File: src/rtl/fifo_uart_tx_if.sv
// -----------------------------------------------------------------------------
// fifo_uart_tx_if
// Read-side handshake between a first-word-fall-through sync FIFO and the
// serial transmitter that drains it.
//   empty  : FIFO has no word available (driven by the FIFO)
//   r_data : FIFO head word, valid whenever empty==0 (driven by the FIFO)
//   rd     : one-cycle pop strobe (driven by the transmitter)
// Modports:
//   master : the transmitter, which initiates pops
//   slave  : the FIFO, which supplies data and consumes pops
// -----------------------------------------------------------------------------
interface fifo_uart_tx_if #(
   parameter int DATA_WIDTH = 8
);
   logic                  empty;
   logic [DATA_WIDTH-1:0] r_data;
   logic                  rd;

   modport master (
      input  empty,
      input  r_data,
      output rd
   );

   modport slave (
      output empty,
      output r_data,
      input  rd
   );
endinterface

File: src/rtl/fifo_uart_tx.sv
// -----------------------------------------------------------------------------
// fifo_uart_tx
// UART transmitter that pops words from an upstream FWFT sync FIFO and sends
// each one as a frame: one start bit (0), DATA_WIDTH data bits LSB first, one
// stop bit (1). Every bit lasts CLKS_PER_BIT clock cycles.
// Ports:
//   clk    : system clock, all state changes on the rising edge
//   reset  : synchronous, active-high reset
//   fifo   : FIFO read handshake (master side: drives rd, reads empty/r_data)
//   tx     : serial output, idle high, driven straight from a flop
//   busy   : high in any state other than IDLE
// -----------------------------------------------------------------------------
module fifo_uart_tx #(
   parameter int DATA_WIDTH   = 8,
   parameter int CLKS_PER_BIT = 16
) (
   input  logic          clk,
   input  logic          reset,
   fifo_uart_tx_if.master fifo,
   output logic          tx,
   output logic          busy
);

   localparam int CNT_W = $clog2(CLKS_PER_BIT);
   localparam int IDX_W = $clog2(DATA_WIDTH + 1);

   localparam logic [CNT_W-1:0] CNT_LAST = CNT_W'(CLKS_PER_BIT - 1);
   localparam logic [IDX_W-1:0] IDX_LAST = IDX_W'(DATA_WIDTH - 1);

   typedef enum logic [1:0] {
      IDLE  = 2'd0,
      START = 2'd1,
      DATA  = 2'd2,
      STOP  = 2'd3
   } state_t;

   state_t                state_q, state_d;
   logic [CNT_W-1:0]      cnt_q,   cnt_d;
   logic [IDX_W-1:0]      idx_q,   idx_d;
   logic [DATA_WIDTH-1:0] shreg_q, shreg_d;
   logic                  tx_q,    tx_d;
   logic                  bit_end;

   // Last cycle of the current bit period.
   assign bit_end = (cnt_q == CNT_LAST);

   // The pop strobe is combinational so the word is taken in the same cycle
   // the FIFO shows it; reset masks it so nothing is popped while held.
   assign fifo.rd = (state_q == IDLE) && !fifo.empty && !reset;

   assign tx   = tx_q;
   assign busy = (state_q != IDLE);

   always_ff @(posedge clk) begin
      if (reset) begin
         state_q <= IDLE;
         cnt_q   <= '0;
         idx_q   <= '0;
         shreg_q <= '0;
         tx_q    <= 1'b1;
      end else begin
         state_q <= state_d;
         cnt_q   <= cnt_d;
         idx_q   <= idx_d;
         shreg_q <= shreg_d;
         tx_q    <= tx_d;
      end
   end

   // tx_d is the line level for the next cycle, so every transition is
   // registered one cycle ahead and the start bit appears right after the pop.
   always_comb begin
      state_d = state_q;
      cnt_d   = cnt_q + CNT_W'(1);
      idx_d   = idx_q;
      shreg_d = shreg_q;
      tx_d    = tx_q;

      unique case (state_q)
         IDLE: begin
            cnt_d = '0;
            idx_d = '0;
            tx_d  = 1'b1;
            if (!fifo.empty) begin
               shreg_d = fifo.r_data;
               tx_d    = 1'b0;
               state_d = START;
            end
         end

         START: begin
            if (bit_end) begin
               cnt_d   = '0;
               idx_d   = '0;
               tx_d    = shreg_q[0];
               state_d = DATA;
            end
         end

         DATA: begin
            if (bit_end) begin
               cnt_d   = '0;
               shreg_d = shreg_q >> 1;
               if (idx_q == IDX_LAST) begin
                  // Index parks at the last bit; it is cleared again in IDLE.
                  tx_d    = 1'b1;
                  state_d = STOP;
               end else begin
                  idx_d = idx_q + IDX_W'(1);
                  tx_d  = shreg_d[0];
               end
            end
         end

         STOP: begin
            tx_d = 1'b1;
            if (bit_end) begin
               cnt_d   = '0;
               state_d = IDLE;
            end
         end

         default: begin
            cnt_d   = '0;
            tx_d    = 1'b1;
            state_d = IDLE;
         end
      endcase
   end

endmodule

File: src/flat_wrapper.sv
// flat-port wrapper written by rule: the top's interface ports become plain ports
module fifo_uart_tx_flat 
#(
   parameter int DATA_WIDTH   = 8,
   parameter int CLKS_PER_BIT = 16
)
  (clk, reset, tx, busy, fifo_empty, fifo_r_data, fifo_rd);
  fifo_uart_tx_if #(.DATA_WIDTH(DATA_WIDTH)) fifo_i ();
  input  logic clk;
  input  logic reset;
  output logic tx;
  output logic busy;
  input wire logic [$bits(fifo_i.empty)-1:0] fifo_empty;
  input wire logic [$bits(fifo_i.r_data)-1:0] fifo_r_data;
  output wire logic [$bits(fifo_i.rd)-1:0] fifo_rd;
  assign fifo_i.empty = fifo_empty;
  assign fifo_i.r_data = fifo_r_data;
  assign fifo_rd = fifo_i.rd;
  fifo_uart_tx #(.DATA_WIDTH(DATA_WIDTH), .CLKS_PER_BIT(CLKS_PER_BIT)) u_core (.clk(clk), .reset(reset), .fifo(fifo_i), .tx(tx), .busy(busy));
endmodule
File: config.mk
export PLATFORM = sky130hd
export DESIGN_NAME = fifo_uart_tx_flat
export DESIGN_NICKNAME = d
export VERILOG_FILES = /design/src/rtl/fifo_uart_tx_if.sv /design/src/rtl/fifo_uart_tx.sv /design/src/flat_wrapper.sv
export SDC_FILE = /design/constraint.sdc
export NUM_CORES = 1
export LEC_CHECK = 0
export CORE_MARGIN = 3
export CORE_UTILIZATION = 50
export CTS_BUF_LIST = sky130_fd_sc_hd__clkbuf_8
export DETAILED_ROUTE_END_ITERATION = 6
export PLACE_DENSITY = 0.77
export SLEW_MARGIN = 40
export SYNTH_ARGS = -nofsm -noshare
export SYNTH_HDL_FRONTEND = slang
export SYNTH_SLANG_ARGS = --single-unit
File: constraint.sdc
create_clock -name clk -period 1.5 [get_ports clk]
set_input_delay 0.3 -clock clk [delete_from_list [all_inputs] [get_ports clk]]
set_output_delay 0.3 -clock clk [all_outputs]
set_load 0.05 [all_outputs]
# Word-level counts from Yosys, hierarchy flattened
# Index checks and enable logic that the tools add are counted.
# totals
reg_bits	19
in_bits	11
output_inout_bits	3
word_cells	51
# classes
addsub	2
n_eq_ne	11
mux	20
n_reduce_logical	13
# ops
operator	count
2-to-1 mux 4 bit	4
2-to-1 mux 8 bit	2
one-hot mux 8 bit (2 select lines)	1
one-hot mux 4 bit (3 select lines)	1
2-to-1 mux 2 bit	5
adder 4 x 1 -> 4 bit (second input constant)	2
inequality test 2 x 1 -> 1 bit (second input constant)	4
one-hot mux 2 bit (4 select lines)	1
one-hot mux 4 bit (2 select lines)	1
AND reduction 5 bit	1
equality test 2 bit (second input constant)	2
equality test 4 x 3 -> 1 bit (second input constant)	1
equality test 4 bit (second input constant)	1
2-to-1 mux 1 bit	4
inequality test 2 bit (second input constant)	2
one-hot mux 1 bit (4 select lines)	1
AND reduction 4 bit	1
nonzero test 2 bit	2
AND reduction 3 bit	1
nonzero test 3 bit	1
OR reduction 3 bit	1
equality test 2 x 1 -> 1 bit (second input constant)	1
logical AND 1 bit	2
logical NOT 1 bit	2
2 further kinds	2

# Depth between registers and ports, before layout
# Gate-level depths: netlist of run 1.
# logic_depth
word_depth	4
ltp_mapped	8
depth_no_buf	6

# Least setup slack after synthesis of run 1
# Ideal clock, no wire load.
# synth_path
path_type	register to output
from	register u_core.state_q[0]
to	output port fifo_rd
arrival_ps	1967
setup_slack_ps	-767
path_stages_with_launch	5
n_path_buf	0
cell_sequence	dfxtp_1 inv_1 ha_1 inv_1 nor3_1
# synth_via
elab_chain_cells	3
# synth_rtl
element	line	text
start, declared	fifo_uart_tx.sv:37	state_t state_q, state_d;
start signal, assigned	fifo_uart_tx.sv:62	state_q <= state_d;
logical NOT 2 bit	fifo_uart_tx.sv:49	assign fifo.rd = (state_q == IDLE) && !fifo.empty && !reset;
logical AND 1 bit (2 in series)	fifo_uart_tx.sv:49	
end, declared	flat_wrapper.sv:15	output wire logic [$bits(fifo_i.rd)-1:0] fifo_rd;
# Every way passes these cells.

# Worst setup path after layout of run 1
# layout_path
from	register u_core.state_q[0]
to	register u_core.idx_q[3]
# layout_via
elab_chain_cells	3
# layout_rtl
element	line	text
equality test 2 bit, or another cell as far along	fifo_uart_tx.sv:79	unique case (state_q)
inequality test 2 bit (no source line), or another cell as far along	n/a	
AND reduction 4 bit (no source line)	n/a	
end signal, assigned	fifo_uart_tx.sv:64	idx_q <= idx_d;
end, declared	fifo_uart_tx.sv:39	logic [IDX_W-1:0] idx_q, idx_d;
# Several ways; a longest one is shown, not always the timed one.
# A chain may end at the register's enable or synchronous reset.

==> summary.md, run 1 <==
* maximum ir drop on the vdd rail: 0.00149 V
* DIE HEIGHT: 51.3 um
* largest net degree at the start of global routing: 14
* full die area: 2630 um^2
* clock-pin slew on the worst setup and hold paths: 0.08 ns
* failing checks: setup timing
* Worst EP arrival: 1.83 ns
* shortest period the worst path allows: 1.69 ns
* total count of hold-check failures in the final report: 0
* Initial Utilization: 0.563
* Mapped Area: 1020 um^2
* delay of the slowest cell on the worst path: 0.33 ns
* wire length of the first global-routing pass: 4550 um
* core outline area: 1820 um^2
* Worst path top cell family by delay: compound AO/OA/AOI/OAI gates
* number of cells on the critical path: 6
* # setup viols final: 17
* Inst Count DP: 159
* top flip-flop cell by instance count after synthesis: dfxtp_1
* max-cap violation count: 0
* root buf cell: clkbuf_8
* number of nets with antenna violations after detailed routing: 0
* Critical Path, Cell by Cell: buf_4 -> ha_1 -> or2_4 -> a211o_1 -> o21ai_1 -> a21oi_1
* number of flops mapped to enable cells by yosys: 0
* setup ws final: -0.192 ns
* Hold Crit Class: register to register
* overall via count from detail_route: 947
* clock network latency to the later pin of the worst-skew pair: 0.25 ns
* RSZ-0062 raised after global routing: true
* utilization after layout: 0.819
* minimum setup slack among reg-to-reg paths: -0.19 ns
* post-detailed-placement cell area: 1340 um^2
* DRC violations left: 0
* worst slew margin relative to its limit: 0.829
* Power Dens Cells: 2120 nW/um^2
* Gate Count Post-Synth: 111
* TritonCTS clock tree: done
* number of optimization iterations in the first detailed-route pass: 4
* per-cell via count in the routed design: 5.70
* ANT cells: 0
* post-synthesis net count: 129
* H-Tree Depth: 1
* portion of the post-synthesis area used by sequential elements: 0.371
* yosys synthesis warning count: 0
* proportion of synthesized flip-flops having asynchronous set or reset: 0
* FF-to-FF path depth: 6
* number of filler instances in the final layout: 127
* required time at the worst-slack endpoint: 1.64 ns
* fraction of the cycle the final worst path needs: 1.13
* number of clock sinks: 19
* register cell area after layout: 383 um^2
* num rows: 15
* HPWL Detailed: 1770 um
* width of the chip: 51.3 um
* Critical Path Start Type: register
* clock tree buffer depth: 2
* average cell area after synthesis: 9.23 um^2
* count of state elements after synthesis: 19
* Max Fclk: 0.591 GHz
* actual slew at the worst max-slew pin: 0.256 ns
* capturing element of the worst setup path: u_core.idx_q[3]$_SDFFE_PP0P_
* critical path capture point type: register
* average wire per standard cell: 16.6 um
* multi-input gate area in the final layout: 671 um^2
* vias in the first global route: 951
* run status: complete, but fails checks
* CTS buffer count: 3
* # nets final: 160
* area of all placed cells without fillers: 1490 um^2
* crit path max-delay cell type: dfxtp_2
* Routed WL: 2750 um
* fraction of layout cells with a size suffix above 1: 0.340
* DRT iter0 DRCs: 23
* P&R area growth vs syn: 45.4%
* startpoint of the worst-slack reg-to-reg timing path: u_core.state_q[0]$_SDFFE_PP0P_
* number of pins exceeding their max-slew limit in the final report: 0
* final non-filler cell total: 166
* category of the critical setup timing path: register to register
* # IOs: 14
* antenna violations before repair: 0
* critical path peak fanout: 4
* count of cell types in the netlist: 34
* startpoint of the most critical setup path: u_core.state_q[0]$_SDFFE_PP0P_
* hold_buf cts: 0
* overall routing resource usage: 0.227
* overflow left after global routing: 0
* leakage power: 0.612 nW
* input/output buffers: 13
* Crit path buffers/inverters: 1
* endpoint of the most critical register-to-register path: u_core.idx_q[3]$_SDFFE_PP0P_
* maximum clock skew at final layout: 0.00142 ns
* final estimated routing congestion in global placement: 0.803
timing repair:
action                                  CTS  global route
endpoints found under the hold margin     0             0
endpoints found under the setup margin   10            17
pin swaps                                 8             1
cloned                                    1             0
gates resized for setup                  12             3
buffers inserted                          2             0
synth_stat cells, types with 3 or more instances:
| master | number | share of area |
|---|---|---|
| dfxtp_1 | 19 | 0.37 |
| nor2_1 | 12 | 0.044 |
| mux2i_1 | 9 | 0.088 |
| ha_1 | 7 | 0.085 |
| a211oi_1 | 6 | 0.044 |
| a21oi_1 | 6 | 0.029 |
| nand3_1 | 6 | 0.029 |
| nand2_1 | 5 | 0.018 |
| nand2b_1 | 5 | 0.031 |
| inv_1 | 4 | 0.015 |
| nor3_1 | 3 | 0.015 |
| o21ai_0 | 3 | 0.015 |
placed cells by master (no fill, tap or decap), types with 5 or more instances in the layout:
cell | synthesis | final
nor2_1 | 12 | 12
a21oi_1 | 6 | 5
nand3_1 | 6 | 5
buf_4 | 0 | 14
mux2i_1 | 9 | 9
ha_1 | 7 | 5
clkdlybuf4s50_1 | 0 | 10
a211oi_1 | 6 | 5
dfxtp_1 | 19 | 17
worst min-delay path by stage:
| stage | start | slack [ns] | cells past startpoint | to |
|---|---|---|---|---|
| floorplan | u_core.cnt_q[0]$_SDFF_PP0_ | 0.42 | 1 | u_core.cnt_q[0]$_SDFF_PP0_ |
| global placement | u_core.cnt_q[0]$_SDFF_PP0_ | 0.43 | 1 | u_core.cnt_q[0]$_SDFF_PP0_ |
| detailed placement | u_core.cnt_q[0]$_SDFF_PP0_ | 0.44 | 1 | u_core.cnt_q[0]$_SDFF_PP0_ |
| CTS | u_core.cnt_q[0]$_SDFF_PP0_ | 0.46 | 1 | u_core.cnt_q[0]$_SDFF_PP0_ |
| global route | u_core.cnt_q[0]$_SDFF_PP0_ | 0.49 | 1 | u_core.cnt_q[0]$_SDFF_PP0_ |
| finish | u_core.cnt_q[0]$_SDFF_PP0_ | 0.46 | 1 | u_core.cnt_q[0]$_SDFF_PP0_ |
stage by stage:
step / TNS [ns] / setup slack, ns / hold slack (ns) / power, mW
2_1_floorplan: -0.192 / -0.144 / 0.418 / 1.77
3_3_place_gp: -0.927 / -0.0989 / 0.428 / 2.29
3_5_place_dp: -1.44 / -0.118 / 0.444 / 2.37
4_1_cts: -0.978 / -0.120 / 0.458 / 3.07
5_1_grt: -2.49 / -0.213 / 0.491 / 3.34
6_report: -1.34 / -0.192 / 0.456 / 3.16
per-layer routing:
| metal | GRT usage | share of wire | vias to the layer above |
|---|---|---|---|
| met5 | 0 | 0 | - |
| met4 | 0.0524 | 0.012 | 0 |
| met3 | 0.0262 | 0.040 | 4 |
| met2 | 0.429 | 0.53 | 23 |
| met1 | 0.270 | 0.41 | 465 |
| li1 | - | - | 455 |
cell families after synthesis:
| logic type | after synthesis | synth area share |
|---|---|---|
| simple gates | 41 | 0.215 |
| flops | 19 | 0.371 |
| compound gates | 24 | 0.175 |
| xor+xnor | 2 | 0.0171 |
| buf+inv | 9 | 0.0488 |
| fa+ha+maj | 7 | 0.0855 |
| mux | 9 | 0.0879 |
state kept, by name (all words and copies together), names as in the netlist:
register and count:
u_core.tx 1, u_core.state_q 2, u_core.shreg_q 8, u_core.cnt_q 4
u_core.idx_q 4
worst register-to-register path, cell delays in order, from the launching register on:
cell	delay, ns
dfxtp_2	0.33
buf_4	0.14
ha_1	0.24
or2_4	0.27
a211o_1	0.33
o21ai_1	0.19
a21oi_1	0.09
report_power, final:
part           switching (mW)  internal, mW
clock network           0.176         0.184
logic                   0.937          1.11
registers              0.0998         0.648
total                    1.21          1.94
layout make-up:
type,instances,share of cell area
Clock buffer,3,0.0277
Clock inverter,1,0.00336
Inverter,4,0.0126
Multi-Input combinational cell,83,0.450
Sequential cell,19,0.257
Tap cell,25,0.0210
Timing Repair Buffer,31,0.228
Power figures use the tool's default switching activity.
==> run 2, diff against run 1 <==
--- a/config.mk
+++ b/config.mk
@@ -5,11 +5,12 @@
 export SDC_FILE = /design/constraint.sdc
 export NUM_CORES = 1
 export LEC_CHECK = 0
+export CAP_MARGIN = 20
 export CORE_MARGIN = 3
-export CORE_UTILIZATION = 50
+export CORE_UTILIZATION = 45
 export CTS_BUF_LIST = sky130_fd_sc_hd__clkbuf_8
 export DETAILED_ROUTE_END_ITERATION = 6
-export PLACE_DENSITY = 0.77
+export PLACE_DENSITY = 0.7
 export SLEW_MARGIN = 40
 export SYNTH_ARGS = -nofsm -noshare
 export SYNTH_HDL_FRONTEND = slang
==> run 2 against run 1 <==
The flow still finishes with violations (setup timing); via count fell by 1.5%; sequential cell count did not move; hold slack got worse by 0.033 ns; non-clock buffer count rose by 4; final cell count rose by 3.6%; power rose by 3.6%; highest routed layer unchanged.
==> summary.md, run 2 (synthesis gave the netlist of run 1 again) <==
* fraction of layout cells with a size suffix above 1: 0.434, +0.0941
* delay of the slowest cell on the worst path: 0.33 ns, about the same
* category of the critical setup timing path: register to primary output
* Critical Path, Cell by Cell: inv_2 -> buf_6 -> ha_4 -> clkinvlp_4 -> nor3_4 -> buf_12
* clock network latency to the later pin of the worst-skew pair: 0.26 ns, about the same
* area of all placed cells without fillers: 1590 um^2, +6.7%
* max-cap violation count: 0, unchanged
* width of the chip: 53.7 um, +4.8%
* DRC violations left: 0, unchanged
* worst slew margin relative to its limit: 0.822, -0.00647
* RSZ-0062 raised after global routing: true
* final non-filler cell total: 172, +3.6%
* number of optimization iterations in the first detailed-route pass: 4, unchanged
* H-Tree Depth: 1, unchanged
* largest net degree at the start of global routing: 17, +3
* fraction of the cycle the final worst path needs: 1.09, -0.0382
* Inst Count DP: 161, +1.3%
* wire length of the first global-routing pass: 3750 um, -18%
* Sum Neg Setup Slack: -0.725 ns, +0.619 ns
* root buf cell: clkbuf_8
* input/output buffers: 13, unchanged
* TritonCTS clock tree: done
* total power after layout: 3.27 mW, +3.6%
* Worst EP arrival: 1.33 ns, -0.50 ns
* maximum ir drop on the vdd rail: 0.00129 V, -13%
* top library cells by usage in the layout, fill and taps aside: dfxtp_1, buf_4, clkdlybuf4s50_1
* average wire per standard cell: 15.0 um, -9.2%
* Initial Utilization: 0.497, -0.0659
* final estimated routing congestion in global placement: 0.833, +3.6%
* Power Dens Cells: 2060 nW/um^2, -2.9%
* worst setup slack after placement: -0.167 ns, -0.0489 ns
* post-detailed-placement cell area: 1340 um^2, +0.19%
* per-cell via count in the routed design: 5.42, -4.9%
* flip-flop count of the largest register after layout: 8, unchanged
* Critical Path Start Type: register
* crit path max-delay cell type: dfxtp_2
* # IOs: 14, unchanged
* hold_buf cts: 0, unchanged
* biggest regs: u_core.shreg_q x8, u_core.cnt_q x4, u_core.idx_q x4
* maximum clock skew at final layout: 0.00271 ns, +0.00130 ns
* DIE HEIGHT: 53.7 um, +4.8%
* Biggest register: u_core.shreg_q
* Hold Crit Class: register to register
* leakage power: 0.634 nW, +3.7%
* clock-pin slew on the worst setup and hold paths: 0.07 ns, about the same
* antenna violations before repair: 0, unchanged
* core outline area: 2060 um^2, +13%
* overall via count from detail_route: 933, -1.5%
* ANT cells: 0, unchanged
* critical path capture point type: primary output
* number of filler instances in the final layout: 129, +1.6%
* most common cell after layout, fill and taps aside: dfxtp_1
* worst hold slack: 0.423 ns, -0.0333 ns
* full die area: 2890 um^2, +9.8%
* num rows: 16, +1
* utilization after layout: 0.771, -0.0473
* overflow left after global routing: 0, unchanged
* failing checks: setup timing
* # nets final: 164, +2.5%
* Routed WL: 2590 um, -6.0%
* clock tree buffer depth: 2, unchanged
* total count of hold-check failures in the final report: 0, unchanged
* overall routing resource usage: 0.183, -0.0443
* setup ws final: -0.134 ns, +0.0573 ns
* DRT iter0 DRCs: 6, -74%
* critical path peak fanout: 3, -1
* number of nets with antenna violations after detailed routing: 0, unchanged
* # setup viols final: 14, -3
* actual slew at the worst max-slew pin: 0.265 ns, +0.00848 ns
* P&R area growth vs syn: 55.2%
* number of clock sinks: 19, unchanged
* Max Fclk: 0.612 GHz, +3.5%
* required time at the worst-slack endpoint: 1.20 ns, -0.44 ns
* run status: complete, but fails checks
* HPWL Detailed: 1630 um, -8.1%
* vias in the first global route: 856, -10%
* shortest period the worst path allows: 1.63 ns, -0.0573 ns
* CTS buffer count: 3, unchanged
* number of pins exceeding their max-slew limit in the final report: 0, unchanged
[run 2: path summary, 6_finish.rpt]
check	startpoint	depth (start not counted)	slack, ns	endpoint
max	u_core.state_q[0]$_SDFFE_PP0P_	6	-0.13	fifo_rd
min	u_core.cnt_q[0]$_SDFF_PP0_	1	0.42	u_core.cnt_q[0]$_SDFF_PP0_
max reg2reg	u_core.state_q[1]$_SDFFE_PP0P_	6	-0.10	u_core.idx_q[2]$_SDFFE_PP0P_
min reg2reg	u_core.cnt_q[0]$_SDFF_PP0_	1	0.42	u_core.cnt_q[0]$_SDFF_PP0_
[run 2: layout make-up]
class / count / area [um^2] / share of cell area
multi-input cells: 83 / 729 / 0.459
flip-flops and latches: 19 / 387 / 0.243
repair buffers: 35 / 374 / 0.235
clock buffers: 3 / 41.3 / 0.0260
well taps: 27 / 33.8 / 0.0212
inverters: 4 / 21.3 / 0.0134
clock inverters: 1 / 3.75 / 0.00236
[run 2: critical path, delay by kind of cell, from the launching register on]
kind          cells  cell delay [ns]
fa+ha+maj         1             0.14
buf+inv           4             0.44
flops             1             0.33
simple gates      1             0.16
[run 2: timing repair]
action	4_1_cts	5_1_grt
cloned	0	1
pin swaps	3	13
setup buffers	2	4
gates resized for setup	7	29
endpoints found under the setup margin	16	18
[run 2: where the power goes]
group	internal (mW)	switching, mW	leakage, nW	total [mW]
clock network	0.182	0.169	0.0269	0.351
registers	0.656	0.113	0.157	0.768
logic	1.14	1.01	0.450	2.15
[run 2: metal layers]
metal	GRT usage	vias up	wire length, um
met5	0	-	0
met4	0.0511	0	34
met3	0.0582	4	97
met2	0.321	18	1360
met1	0.210	447	1090
li1	-	464	-
==> run 3, diff against run 2 <==
--- a/config.mk
+++ b/config.mk
@@ -10,7 +10,7 @@
 export CORE_UTILIZATION = 45
 export CTS_BUF_LIST = sky130_fd_sc_hd__clkbuf_8
 export DETAILED_ROUTE_END_ITERATION = 6
-export PLACE_DENSITY = 0.7
+export DONT_BUFFER_PORTS = 1
 export SLEW_MARGIN = 40
 export SYNTH_ARGS = -nofsm -noshare
 export SYNTH_HDL_FRONTEND = slang
==> run 3 against run 2 <==
The run still ends with setup timing left; fmax is 0.92% higher; first-iteration DRC count rose by 67%; clock skew decreased by 0.00072 ns; final cell count shrank 8.7%; non-clock buffer count fell by 15; critical endpoint unchanged; critical path depth is the same; clock power about the same; global-route usage up 0.079 points; sequential power grew 1%; setup slack better by 0.015 ns; core utilization fell by 11 points; count of clock-buffer cells in the layout stayed put.
==> summary.md, run 3 (synthesis gave the netlist of run 1 again) <==
* Power Dens Cells: 2150 nW/um^2, +4.7%
* leakage power: 0.557 nW, -12%
* wire length of the first global-routing pass: 3840 um, +2.2%
* Initial Utilization: 0.497, unchanged
* number of optimization iterations in the first detailed-route pass: 4, unchanged
* final estimated routing congestion in global placement: 0.745, -10%
* per-cell via count in the routed design: 5.36, -1.2%
* # setup viols final: 14, unchanged
* utilization after layout: 0.661, -0.110
* clock network latency to the later pin of the worst-skew pair: 0.26 ns, about the same
* run status: complete, but fails checks
* final non-filler cell total: 157, -8.7%
* total count of hold-check failures in the final report: 0, unchanged
* failing checks: setup timing
* critical path capture point type: primary output
* actual slew at the worst max-slew pin: 0.507 ns, +0.242 ns
* met3 routed WL: 85 um, -12%
* average wire per standard cell: 14.2 um, -5.9%
* biggest regs: u_core.shreg_q x8, u_core.cnt_q x4, u_core.idx_q x4
* input/output buffers: 0, -13
* number of nets with antenna violations after detailed routing: 0, unchanged
* hold_buf cts: 0, unchanged
* Hold Crit Class: input pin to register
* overflow left after global routing: 0, unchanged
* largest net degree at the start of global routing: 22, +5
* category of the critical setup timing path: register to primary output
* required time at the worst-slack endpoint: 1.20 ns, about the same
* Max Fclk: 0.617 GHz, +0.92%
* highest metal used: met3
* antenna violations before repair: 0, unchanged
* width of the chip: 53.7 um, unchanged
* Biggest register: u_core.shreg_q
* worst hold slack: 0.101 ns, -0.322 ns
* Routed WL: 2220 um, -14%
* Critical Path Start Type: register
* vias in the first global route: 851, -0.58%
* core outline area: 2060 um^2, unchanged
* clock-pin slew on the worst setup and hold paths: 0.07 ns, about the same
* critical path peak fanout: 3, unchanged
* H-Tree Depth: 1, unchanged
* met2 routed WL: 1130 um, -17%
* TritonCTS clock tree: done
* most common cell after layout, fill and taps aside: dfxtp_1
* full die area: 2890 um^2, unchanged
* DIE HEIGHT: 53.7 um, unchanged
* ANT cells: 0, unchanged
* maximum ir drop on the vdd rail: 0.00123 V, -5.0%
* P&R area growth vs syn: 33.1%
* CTS buffer count: 3, unchanged
* DRT iter0 DRCs: 10, +4
* DRC violations left: 0, unchanged
* worst setup slack after placement: -0.170 ns, -0.00310 ns
* worst slew margin relative to its limit: 0.662, -0.160
* # nets final: 149, -9.1%
* number of clock sinks: 19, unchanged
* fraction of layout cells with a size suffix above 1: 0.354, -0.0806
* Worst EP arrival: 1.32 ns, about the same
* fraction of the cycle the final worst path needs: 1.08, -0.00998
* clock tree buffer depth: 2, unchanged
* overall routing resource usage: 0.184, +0.000788
* shortest period the worst path allows: 1.62 ns, -0.0150 ns
* num rows: 16, unchanged
* HPWL Detailed: 1430 um, -12%
* post-route met1 wirelength: 1000 um, -8.0%
* Inst Count DP: 148, -8.1%
* max-cap violation count: 0, unchanged
* flip-flop count of the largest register after layout: 8, unchanged
* maximum clock skew at final layout: 0.00199 ns, -0.000725 ns
* top library cells by usage in the layout, fill and taps aside: dfxtp_1, buf_4, nor2_1
* root buf cell: clkbuf_8
* RSZ-0062 raised after global routing: true
* overall via count from detail_route: 841, -9.9%
* # IOs: 14, unchanged
* setup ws final: -0.119 ns, +0.0150 ns
* number of pins exceeding their max-slew limit in the final report: 0, unchanged
[run 3: cell types whose count changed in the layout (fill, tap and decap cells not counted), sizes merged]
| cell | previous run | this run |
|---|---|---|
| buf | 24 | 20 |
| clkbuf | 4 | 3 |
| clkdlybuf4s50 | 10 | 0 |
[run 3: layout make-up]
| cell class | count | area [um^2] |
|---|---|---|
| inverter | 4 | 18.8 |
| sequential | 19 | 383 |
| clock inverter | 1 | 3.75 |
| clock buffer | 3 | 41.3 |
| timing repair buffer | 20 | 210 |
| multi-input combinational | 83 | 673 |
| tap | 27 | 33.8 |
| fill | 174 | 698 |
[run 3: what timing repair did]
item / 4_1_cts / 5_1_grt
endpoints found under the hold margin: 0 / 0
pin swaps: 18 / 2
endpoints found under the setup margin: 16 / 17
gates resized for setup: 16 / 4
buffers inserted: 4 / 0
cloned: 1 / 0
[run 3: path summary, 6_finish.rpt]
path	from	endpoint	slack (ns)	cells past startpoint
max	u_core.state_q[0]$_SDFFE_PP0P_	fifo_rd	-0.12	6
min	reset	u_core.idx_q[1]$_SDFFE_PP0P_	0.10	1
max reg2reg	u_core.state_q[0]$_SDFFE_PP0P_	u_core.tx$_SDFFE_PP1P_	-0.11	6
min reg2reg	u_core.cnt_q[0]$_SDFF_PP0_	u_core.cnt_q[0]$_SDFF_PP0_	0.45	1
[run 3: through the flow]
stage	power, mW	setup TNS, ns	cell area (um^2)
floorplan	1.77	-0.192	1050
global placement	2.13	-0.415	1190
detailed placement	2.16	-0.915	1190
CTS	2.90	-0.313	1350
global route	3.15	-2.00	1360
finish	2.94	-0.461	1360
[run 3: critical path, stage by stage, from the launching register on]
cell and delay [ns]:
dfxtp_2 0.34, inv_2 0.07, buf_6 0.10, ha_4 0.15, clkinvlp_4 0.10, nor3_4 0.15
buf_12 0.16
[run 3: layer usage]
layer	GRT usage	vias up
li1	-	432
met4	0.0255	0
met2	0.306	15
met3	0.0582	0
met5	0	-
met1	0.235	394
[run 3: power breakdown]
| group | internal (mW) | switching [mW] | leakage, nW |
|---|---|---|---|
| clock | 0.182 | 0.169 | 0.0269 |
| combinational | 0.957 | 0.850 | 0.373 |
| sequential | 0.648 | 0.130 | 0.157 |
| total | 1.79 | 1.15 | 0.557 |
